## config.mk

```make
export PLATFORM = sky130hd
export DESIGN_NAME = uart_tx_ctrl
export DESIGN_NICKNAME = d
export VERILOG_FILES = /design/src/rtl/uart_defs_pkg.sv /design/src/rtl/uart_baud_counter.sv /design/src/rtl/uart_tx_ctrl.sv
export SDC_FILE = /design/constraint.sdc
export NUM_CORES = 1
export LEC_CHECK = 0
export BUFFER_PORTS_ARGS = -buffer_cell sky130_fd_sc_hd__buf_2
export CAP_MARGIN = 10
export CORE_AREA = 2 2 79 43
export CTS_CLUSTER_SIZE = 28
export DETAILED_ROUTE_END_ITERATION = 16
export DIE_AREA = 0 0 81 45
export PLACE_DENSITY = 0.68
export SKIP_CTS_REPAIR_TIMING = 1
export SLEW_MARGIN = 15
export SYNTH_ARGS = -nofsm -noshare
export SYNTH_HDL_FRONTEND = slang
export SYNTH_SLANG_ARGS = --single-unit
```

## constraint.sdc

```tcl
create_clock -name clk -period 2 [get_ports clk]
set_input_delay 0.4 -clock clk [delete_from_list [all_inputs] [get_ports clk]]
set_output_delay 0.4 -clock clk [all_outputs]
set_load 0.01 [all_outputs]
```

## src/rtl/uart_defs_pkg.sv

```systemverilog
// Shared UART TX definitions: frame state encodings, line levels and parity helper.
// Used by uart_tx_ctrl and by the downstream TX data multiplexer.
package uart_defs;

  typedef enum logic [2:0] {
    ST_IDLE   = 3'd0,
    ST_START  = 3'd1,
    ST_DATA   = 3'd2,
    ST_PARITY = 3'd3,
    ST_STOP   = 3'd4
  } tx_state_e;

  localparam logic TX_IDLE  = 1'b1;
  localparam logic TX_START = 1'b0;
  localparam logic TX_STOP  = 1'b1;

  // Even parity is the XOR of the byte; odd parity is its complement.
  function automatic logic calc_parity(input logic [7:0] data, input logic odd);
    calc_parity = odd ? ~(^data) : ^data;
  endfunction

endpackage

```

## src/rtl/uart_baud_counter.sv

```systemverilog
// Bit-time counter: counts 0..BIT_CNT-1 while enabled and flags the last cycle of a bit.
module uart_baud_counter #(
  parameter int BIT_CNT = 434
) (
  input  logic clk,
  input  logic rst_n,
  input  logic clr,
  input  logic en,
  output logic wrap
);

  localparam int W = $clog2(BIT_CNT);
  localparam logic [W-1:0] LAST = W'(BIT_CNT - 1);

  logic [W-1:0] cnt_q;

  assign wrap = en && (cnt_q == LAST);

  // Free-running bit counter, held at zero while cleared and restarting after the last cycle.
  always_ff @(posedge clk or negedge rst_n) begin
    if (!rst_n) begin
      cnt_q <= '0;
    end else if (clr) begin
      cnt_q <= '0;
    end else if (en) begin
      cnt_q <= wrap ? '0 : cnt_q + W'(1);
    end
  end

endmodule

```

## src/rtl/uart_tx_ctrl.sv

```systemverilog
// UART TX frame sequencer: accepts a byte on a start/busy handshake and walks
// START, eight data bits (LSB first), optional parity and STOP, emitting a
// bit-boundary strobe that the TX data multiplexer registers the line on.
module uart_tx_ctrl
  import uart_defs::*;
#(
  parameter int CLK_FREQ   = 50_000_000,
  parameter int BAUD       = 115200,
  parameter int PARITY_EN  = 1,
  parameter int PARITY_ODD = 0
) (
  input  logic       clk,
  input  logic       rst_n,
  input  logic       tx_start,
  input  logic [7:0] tx_din,
  output logic       tx_busy,
  output logic       tx_done,
  output logic [2:0] tx_state,
  output logic [7:0] tx_data,
  output logic [2:0] tx_data_index,
  output logic       tx_parity,
  output logic       end_bit_time
);

  localparam int BIT_CNT = CLK_FREQ / BAUD;

  tx_state_e  state_q;
  logic [7:0] data_q;
  logic [2:0] idx_q;
  logic       par_q;
  logic       ebt_q;
  logic       busy_q;
  logic       done_q;

  logic running;
  logic wrap;

  // The counter only runs inside a frame; in IDLE (or an illegal code) it is held at zero
  // so the START bit always begins a fresh bit time.
  assign running = (state_q == ST_START) || (state_q == ST_DATA) ||
                   (state_q == ST_PARITY) || (state_q == ST_STOP);

  uart_baud_counter #(
    .BIT_CNT(BIT_CNT)
  ) u_baud (
    .clk  (clk),
    .rst_n(rst_n),
    .clr  (!running),
    .en   (running),
    .wrap (wrap)
  );

  // Frame FSM with registered strobe, handshake, index and byte/parity latch.
  always_ff @(posedge clk or negedge rst_n) begin
    if (!rst_n) begin
      state_q <= ST_IDLE;
      data_q  <= '0;
      idx_q   <= '0;
      par_q   <= 1'b0;
      ebt_q   <= 1'b0;
      busy_q  <= 1'b0;
      done_q  <= 1'b0;
    end else begin
      ebt_q  <= 1'b0;
      done_q <= 1'b0;
      case (state_q)
        ST_IDLE: begin
          if (tx_start && !busy_q) begin
            state_q <= ST_START;
            data_q  <= tx_din;
            par_q   <= calc_parity(tx_din, PARITY_ODD != 0);
            idx_q   <= '0;
            ebt_q   <= 1'b1;
            busy_q  <= 1'b1;
          end
        end
        ST_START: begin
          if (wrap) begin
            state_q <= ST_DATA;
            idx_q   <= '0;
            ebt_q   <= 1'b1;
          end
        end
        ST_DATA: begin
          if (wrap) begin
            ebt_q <= 1'b1;
            if (idx_q == 3'd7) begin
              state_q <= (PARITY_EN != 0) ? ST_PARITY : ST_STOP;
            end else begin
              idx_q <= idx_q + 3'd1;
            end
          end
        end
        ST_PARITY: begin
          if (wrap) begin
            state_q <= ST_STOP;
            ebt_q   <= 1'b1;
          end
        end
        ST_STOP: begin
          if (wrap) begin
            state_q <= ST_IDLE;
            idx_q   <= '0;
            ebt_q   <= 1'b1;
            done_q  <= 1'b1;
            busy_q  <= 1'b0;
          end
        end
        default: begin
          // Recover from a corrupted state code silently: no strobe, no done.
          state_q <= ST_IDLE;
          idx_q   <= '0;
          busy_q  <= 1'b0;
        end
      endcase
    end
  end

  assign tx_state      = state_q;
  assign tx_data       = data_q;
  assign tx_data_index = idx_q;
  assign tx_parity     = par_q;
  assign end_bit_time  = ebt_q;
  assign tx_busy       = busy_q;
  assign tx_done       = done_q;

endmodule

```

## Yosys cells after proc, flatten, opt, wreduce, memory -nomap -nowiden

Cells that the tools add are included.

| word-level totals | value |
|---|---|
| register bits after elaboration | 27 |
| input port bits | 11 |
| output and inout port bits | 18 |
| logic and storage cells | 61 |

| operators by class | value |
|---|---|
| add/sub/neg operators | 2 |
| equality and inequality tests | 14 |
| muxes and demuxes | 20 |
| bitwise logic cells | 2 |
| reductions and logical operators | 15 |

Operators by type and width:

| cell | count |
|---|---|
| 3-bit two-way mux | 9 |
| 9-bit two-way mux | 2 |
| 3-bit case mux with 5 select lines | 1 |
| 2-bit by 1-bit != test with 1-bit output (second input constant) | 6 |
| 3-bit case mux with 4 select lines | 1 |
| 9-bit by 1-bit adder with 9-bit output (second input constant) | 1 |
| 9-bit == test (second input constant) | 1 |
| 8-bit XOR reduction | 1 |
| 3-bit by 2-bit == test with 1-bit output (second input constant) | 2 |
| 3-bit == test (second input constant) | 2 |
| 6-bit AND reduction | 1 |
| 1-bit two-way mux | 5 |
| 5-bit AND reduction | 1 |
| 2-bit != test (second input constant) | 2 |
| 4-bit OR reduction | 1 |
| 3-bit by 1-bit adder with 3-bit output (second input constant) | 1 |
| 3-bit by 1-bit == test with 1-bit output (second input constant) | 1 |
| 3-bit logical NOT | 1 |
| 1-bit logical OR | 3 |
| 1-bit case mux with 3 select lines | 1 |
| 3-bit AND reduction | 1 |
| 3-bit OR reduction | 1 |
| 1-bit logical AND | 2 |
| 1-bit NOT | 2 |
| other kinds (4) | 4 |

## Depth between registers and ports, before layout

Gate-level depths: netlist of the first run.

| logic depth | value |
|---|---|
| depth in word-level cells | 7 |
| gate-level depth with buffers | 6 |
| mapped depth without buffers | 6 |

## Hierarchy

A second synthesis of the first run with hierarchy kept.

| second synthesis, totals | value |
|---|---|
| cells, all modules | 133 |
| area, all modules | 1472.7 um^2 |

Modules (own cells, without submodules):

| module | instances | cells an instance | area an instance (um^2) | sequential area each (um^2) |
|---|---|---|---|---|
| uart_tx_ctrl | 1 | 77 | 937.1 | 450.4 |
| uart_baud_counter | 1 | 56 | 535.5 | 225.2 |

## Worst setup path before layout of the first run

OpenSTA, ideal clock, no wires.

| path | value |
|---|---|
| path type | register to register |
| from | register idx_q[0] (netlist: tx_data_index[0]) |
| to | register idx_q[0] (netlist: tx_data_index[0]) |
| setup time | 125 ps |
| data arrival time | 1645 ps |
| data required time | 1875 ps |
| slack | 230 ps |
| stages on the path, launching flop included | 7 |
| path buffers | 0 |
| clock period less this slack | 1770 ps |
| path through | dfrtp_1 > ha_1 > ha_1 > nor3b_1 > a211o_1 > a221o_2 > mux2_4 |

| between the ends | value |
|---|---|
| word-level cells in the longest chain between the ends | 4 |
| elaborated cells on any way between the ends | 7 |
| those cells by class | add/sub (1); eq/ne (2); mux (3); reduce/logical (1) |

Ends and longest elaborated chain:

| element | line | RTL |
|---|---|---|
| start, declared | uart_tx_ctrl.sv:29 | `logic [2:0] idx_q;` |
| start signal, assigned | uart_tx_ctrl.sv:90 | `idx_q <= idx_q + 3'd1;` |
| 3-bit by 1-bit adder with 3-bit output | uart_tx_ctrl.sv:90 |  |
| 3-bit two-way mux | uart_tx_ctrl.sv:87 | `if (idx_q == 3'd7) begin` |
| 3-bit two-way mux | uart_tx_ctrl.sv:85 | `if (wrap) begin` |
| 3-bit case mux with 4 select lines | uart_tx_ctrl.sv:66 | `case (state_q)` |

Several ways; a longest one is shown, not always the timed one. The select of a mux whose other input is x is not followed.
A chain may end at the register's enable or synchronous reset.

## Final worst setup path of the first run

| path | value |
|---|---|
| from | register u_baud.cnt_q[0] |
| to | register idx_q[0] (netlist: tx_data_index[0]) |

| between the ends | value |
|---|---|
| word-level cells in the longest chain between the ends | 4 |
| elaborated cells on any way between the ends | 5 |
| those cells by class | eq/ne (3); reduce/logical (2) |

Ends and longest elaborated chain:

| element | line | RTL |
|---|---|---|
| start, declared | uart_baud_counter.sv:15 | `logic [W-1:0] cnt_q;` |
| start signal, assigned | uart_baud_counter.sv:26 | `cnt_q <= wrap ? '0 : cnt_q + W'(1);` |
| 9-bit == test * | uart_baud_counter.sv:17 | `assign wrap = en && (cnt_q == LAST);` |
| 1-bit logical AND * | uart_baud_counter.sv:17 |  |
| 2-bit by 1-bit != test with 1-bit output (no line) | - |  |
| 5-bit AND reduction (no line) * | - |  |

Mark *: on every way between the ends. The rest lies on a longest branch, timed or not.

==> results of run 1 <==
[cell families (layout without fill, tap and decap cells)]
| family | Yosys count | after routing | synth area share [%] |
|---|---|---|---|
| xor+xnor | 16 | 16 | 10.8 |
| fa+ha+maj | 4 | 4 | 3.85 |
| buf+inv | 8 | 40 | 2.69 |
| flops | 27 | 27 | 51.9 |
| simple gates | 39 | 39 | 15.1 |
| mux | 12 | 12 | 10.5 |
| compound gates | 9 | 9 | 5.19 |
[metal layers]
layer | vias up | wire (um) | GRT usage (%)
met4 | 0 | 15 | 4.07
li1 | 457 | - | -
met2 | 22 | 1090 | 28.4
met1 | 466 | 1110 | 16.4
met3 | 2 | 133 | 4.80
met5 | - | 0 | 0
[worst reg2reg max path: stages, from the launching register on]
cell	delay, ns
dfrtp_1	0.43
ha_1	0.21
and4b_4	0.21
and2_4	0.17
a221o_2	0.41
mux2_4	0.31
[worst max path at each step]
stage / startpoint / slack, ns / to
2_1_floorplan: tx_data_index[0]$_DFFE_PN0P_ / 0.23 / tx_data_index[0]$_DFFE_PN0P_
3_3_place_gp: u_baud.cnt_q[0]$_DFF_PN0_ / 0.20 / tx_data_index[0]$_DFFE_PN0P_
3_5_place_dp: u_baud.cnt_q[0]$_DFF_PN0_ / 0.16 / tx_data_index[0]$_DFFE_PN0P_
4_1_cts: u_baud.cnt_q[0]$_DFF_PN0_ / 0.15 / tx_data_index[0]$_DFFE_PN0P_
5_1_grt: u_baud.cnt_q[0]$_DFF_PN0_ / 0.1 / tx_data_index[0]$_DFFE_PN0P_
6_report: u_baud.cnt_q[0]$_DFF_PN0_ / 0.15 / tx_data_index[0]$_DFFE_PN0P_
[stage by stage]
stage	power, W	util (%)	worst slack (ns)	area [sq um]
6_report	0.000989	53.1	0.152	1540
4_1_cts	0.00101	53.1	0.150	1540
2_1_floorplan	0.000642	-	0.230	1300
5_1_grt	0.00104	53.1	0.0954	1540
3_5_place_dp	0.000690	51.5	0.163	1500
3_3_place_gp	0.000686	51.5	0.204	1500
[report_power, final]
group | leakage (nW) | switching, W | internal [W] | total [W]
logic | 0.356 | 0.0000535 | 0.0000484 | 0.000102
clock network | 0.0228 | 0.000169 | 0.000143 | 0.000312
registers | 0.346 | 0.0000126 | 0.000563 | 0.000575
total | 0.725 | 0.000235 | 0.000754 | 0.000989
[placed cells by master (no fill, tap or decap), drive strengths merged, types with 2 or more instances in the layout]
cell / netlist / routed
ha: 4 / 4
a21oi: 2 / 2
mux2: 10 / 10
buf: 2 / 31
nand2: 7 / 7
nor2: 16 / 16
mux2i: 2 / 2
xor2: 2 / 2
dfrtp: 27 / 27
clkbuf: 1 / 4
xnor2: 14 / 14
nand3: 4 / 4
inv: 5 / 5
o22ai: 2 / 2
nor3: 3 / 3
[sequential cells by signal, summed over array words and instances, names as in the netlist]
name and flops:
end_bit_time 1, tx_busy 1, tx_data 8, tx_data_index 3, tx_done 1, tx_parity 1
tx_state 3, u_baud.cnt_q 9
[area by class of cell]
class / count / share of cell area (%)
clock buffer: 4 / 2.92
inverter: 5 / 1.22
multi-input combinational: 80 / 38.3
sequential: 27 / 43.8
tap: 40 / 3.24
timing repair buffer: 31 / 10.5
==> summary.txt, run 1 <==
CP Max Fanout: 5
Layout cell share with drive strength beyond 1: 34.0%
Worst Clk Skew: 0.00480 ns
PortBufs: 28
Ranking of synthesized cells by area: dfrtp_1 (52%), xnor2_1 (9.4%), mux2_2 (7.8%), nor2_1 (4.6%), ha_1 (3.8%)
Clk Tree Root Cell: clkbuf_8
Most common cell in the netlist: dfrtp_1
Clk_lat worst skew: 0.28 ns
Routed WL: 2.35 mm
Post-synth EDFFs: 0
YS warnings: 0
Post-DR vias/cell: 5.06
Area leader, netlist: dfrtp_1
Slew margin rel.: 60.6%
P per Cell Area: 641 nW/um^2
R2r startpoint: u_baud.cnt_q[0]$_DFF_PN0_
Worst EP required: 2.17 ns
Number of remaining DRC errors: 0
Filler cell count in the final layout: 268
CP arrival: 2.01 ns
Tightest Pin Transition: 0.591 ns
Buf/Inv on CP: 0
Post-synth cell types: 32
Flip-flop and latch area: 676 sq um
Wire per inst: 12.6 um
Placed Instances: 183
Dpl hpwl: 1.77 mm
Worst hold slack: 0.114 ns
Final hold vios: 0
Area of the multi-input gates: 591 sq um
Max Fclk: 0.541 GHz
Critical path class: register to register
Nets: 163
Total CTS buffers: 3
Startpoint Class: register
Reg2reg setup slack: 0.15 ns
Row count: 14
Chip width: 81 um
Number of diodes: 0
FF-to-FF End: tx_data_index[0]$_DFFE_PN0P_
Post-synth ARST share: 100%
I/O pin cnt: 29
Mapped Nets: 130
Area grow syn2layout: 18.6%
Synth Instances: 115
GP Congestion: 0.758
Initial antenna violation count: 0
Final worst path period need: 1.85 ns
Final setup vio count: 0
CTS tree: yes
Final non-filler cell total: 187
Global-route wire length before repair: 4.01 mm
Pre-antenna DRT Iters: 4
Crit path cell chain: ha_1, and4b_4, and2_4, a221o_2, mux2_4
RSZ-0062 raised after global routing: false
Vias in the first global route: 934
Die Y: 45 um
Critical Path Max Stage Delay: 0.43 ns
Reg clk slew, reported paths: 0.09 ns
R2R cell count: 5
Syn Area/Cell: 11.3 sq um
Initial Utilization: 44.8%
Slew Limit Fails: 0
Largest net degree at the start of global routing: 28
Antenna Violating Nets Remaining: 0
Register bit total from synthesis: 27
Main synth FF type: dfrtp_1
Total gr overflow: 0
CTS max path bufs: 2
Synth cell count leaders: dfrtp_1 (27), nor2_1 (16), xnor2_1 (14)
H-tree Lvls: 1
Post-synth top area share: 51.9%
Tcrit/Tclk final: 92.4%
Number of cells on the critical path: 5
All-Layer GR Usage: 14.9%
Aggregate negative setup slack: 0 ns
Core region area: 2910 sq um
Hold/Removal Path Class: input port to async pin
Via count: 947
TritonCTS Sinks: 27
CP Capture Type: register
Initial DRC Count: 81
Mapped Area: 1300 sq um
Delay-heaviest family, CP: flip-flops
Max-cap violations: 0
Status: completed
VDD IR-drop max: 0.253 mV
Slowest CP cell: dfrtp_1
Die ar.: 3650 sq um
P_leak: 0.725 nW
Sequential area share after synthesis: 51.9%
Note: power is estimated with default switching activity, not from simulation.
==> inputs of run 2 (changes only) <==
Settings changed: CELL_PAD_IN_SITES_DETAIL_PLACEMENT set to 1, CELL_PAD_IN_SITES_GLOBAL_PLACEMENT set to 1, CORE_AREA 2 2 79 43 to 2 2 83 45, DIE_AREA 0 0 81 45 to 0 0 85 47, GPL_TIMING_DRIVEN set to 0, PLACE_DENSITY 0.68 to unset, PLACE_DENSITY_LB_ADDON set to 0.1.
==> summary.txt, run 2 (synthesis gave the netlist of run 1 again) <==
Area grow syn2layout: 18.3% (was 18.6%)
Row count: 15 (was 14)
PortBufs: 28 (unchanged)
Core region area: 3280 sq um (was 2910 sq um)
Reg2reg setup slack: 0.11 ns (was 0.15 ns)
Status: completed (unchanged)
CP Capture Type: register (unchanged)
Most flop-heavy register: u_baud.cnt_q (unchanged)
Pre-antenna DRT Iters: 4 (unchanged)
VDD IR-drop max: 0.432 mV (was 0.253 mV)
CP Max Fanout: 10 (was 5)
Post-DR vias/cell: 4.95 (was 5.06)
Number of remaining DRC errors: 0 (unchanged)
R2r startpoint: tx_state[0]$_DFFE_PN0P_ (was u_baud.cnt_q[0]$_DFF_PN0_)
Buf/Inv on CP: 2 (was 0)
Commonest non-fill, non-tap cells in the layout: buf_2 (29), dfrtp_1 (27), nor2_1 (16), xnor2_1 (14), mux2_2 (9) (was buf_2 (28), dfrtp_1 (27), nor2_1 (16), xnor2_1 (14), mux2_2 (9))
Slew Limit Fails: 0 (unchanged)
Filler cell count in the final layout: 373 (was 268)
Most common cell after layout, fill and taps aside: buf_2 (unchanged)
Finished Cell Area: 1540 sq um (about the same)
Critical Path Max Stage Delay: 0.38 ns (was 0.43 ns)
Global-route wire length before repair: 4.58 mm (was 4.01 mm)
Number of diodes: 0 (unchanged)
Chip width: 85 um (was 81 um)
Nets: 163 (unchanged)
Clk_lat worst skew: 0.27 ns (was 0.28 ns)
Critical path class: register to register (unchanged)
Met2 Usage GRT: 23.1% (was 28.4%)
P_leak: 0.720 nW (was 0.725 nW)
Tcrit/Tclk final: 94.7% (was 92.4%)
Layout cell share with drive strength beyond 1: 33.3% (was 34.0%)
Gr busiest metal: met2 (unchanged)
CP arrival: 2.06 ns (was 2.01 ns)
CTS max path bufs: 2 (unchanged)
Startpoint Class: register (unchanged)
GP Congestion: 0.745 (was 0.758)
Worst hold slack: 0.126 ns (was 0.114 ns)
Initial Utilization: 39.6% (was 44.8%)
P per Cell Area: 641 nW/um^2 (about the same)
Initial antenna violation count: 0 (unchanged)
Largest net degree at the start of global routing: 28 (unchanged)
Via count: 936 (was 947)
Max-cap violations: 0 (unchanged)
Final worst path period need: 1.89 ns (was 1.85 ns)
Worst EP required: 2.16 ns (was 2.17 ns)
Total power draw: 0.000986 W (was 0.000989 W)
CTS tree: yes (unchanged)
I/O pin cnt: 29 (unchanged)
Vias in the first global route: 923 (was 934)
Slew margin rel.: 60.3% (was 60.6%)
R2R cell count: 5 (unchanged)
All-Layer GR Usage: 15.6% (was 14.9%)
Wire per inst: 14.9 um (was 12.6 um)
Max Fclk: 0.528 GHz (was 0.541 GHz)
Clk Tree Root Cell: clkbuf_8 (unchanged)
Max reg flops: 9 (unchanged)
Total gr overflow: 0 (unchanged)
Die ar.: 4000 sq um (was 3650 sq um)
Slowest CP cell: dfrtp_1 (unchanged)
Die Y: 47 um (was 45 um)
Delay-heaviest family, CP: simple AND/OR/NAND/NOR gates (was flip-flops)
Dpl hpwl: 2.19 mm (was 1.77 mm)
RSZ-0062 raised after global routing: false (unchanged)
Worst Setup SP: tx_state[0]$_DFFE_PN0P_ (was u_baud.cnt_q[0]$_DFF_PN0_)
Final hold vios: 0 (unchanged)
Placed Area: 1490 sq um (was 1500 sq um)
Reg clk slew, reported paths: 0.09 ns (about the same)
Worst Clk Skew: 0.00452 ns (was 0.00480 ns)
Routed WL: 2.82 mm (was 2.35 mm)
FF-to-FF End: tx_data[1]$_DFFE_PN0P_ (was tx_data_index[0]$_DFFE_PN0P_)
Met3 GRT Util: 5.10% (was 4.80%)
H-tree Lvls: 1 (unchanged)
Crit path cell chain: buf_2, or2_2, nor3_1, buf_4, mux2_2 (was ha_1, and4b_4, and2_4, a221o_2, mux2_4)
GR Util met1: 22.3% (was 16.4%)
Final setup vio count: 0 (unchanged)
Initial DRC Count: 41 (was 81)
TritonCTS Sinks: 27 (unchanged)
Aggregate negative setup slack: 0 ns (unchanged)
Hold/Removal Path Class: input port to async pin (unchanged)
Antenna Violating Nets Remaining: 0 (unchanged)
Total CTS buffers: 3 (unchanged)
Tightest Pin Transition: 0.595 ns (was 0.591 ns)
run 2: changes by cell type in the layout (fill, tap and decap cells not counted):
cell / previous run / this run
buf_4: 3 / 1
buf_2: 28 / 29
clkbuf_1: 1 / 2
run 2: per-layer routing:
metal | vias to the layer above | part of all wire, %
met2 | 18 | 40
li1 | 457 | -
met4 | 0 | 1.1
met3 | 4 | 4.7
met1 | 457 | 54
met5 | - | 0
run 2: worst max-delay path by stage:
stage,to,slack (ns),cells past startpoint
CTS,tx_data[1]$_DFFE_PN0P_,0.1,5
global placement,tx_data_index[0]$_DFFE_PN0P_,0.14,5
detailed placement,tx_data_index[0]$_DFFE_PN0P_,0.13,5
global route,tx_data[1]$_DFFE_PN0P_,0.02,5
finish,tx_data[1]$_DFFE_PN0P_,0.11,5
floorplan,tx_data_index[0]$_DFFE_PN0P_,0.23,6
run 2: report_power, final:
part           leakage [nW]  internal, W  switching (W)
clock                0.0228     0.000143       0.000165
sequential            0.346     0.000563      0.0000116
combinational         0.351    0.0000481      0.0000569
run 2: final cells by class:
cell class | count | area [sq um] | share of cell area [%]
Tap cell | 42 | 52.6 | 3.41
Multi-Input combinational cell | 80 | 591 | 38.4
Sequential cell | 27 | 676 | 43.9
Inverter | 5 | 18.8 | 1.22
Timing Repair Buffer | 28 | 140 | 9.11
Buffer | 3 | 16.3 | 1.06
Clock buffer | 4 | 45.0 | 2.93
run 2: metrics by stage:
stage | util [%] | setup WS [ns] | instances
2_1_floorplan | - | 0.230 | 115
3_3_place_gp | 45.5 | 0.135 | 185
3_5_place_dp | 45.5 | 0.126 | 185
4_1_cts | 46.9 | 0.0985 | 189
5_1_grt | 46.9 | 0.0236 | 189
6_report | 46.9 | 0.105 | 189
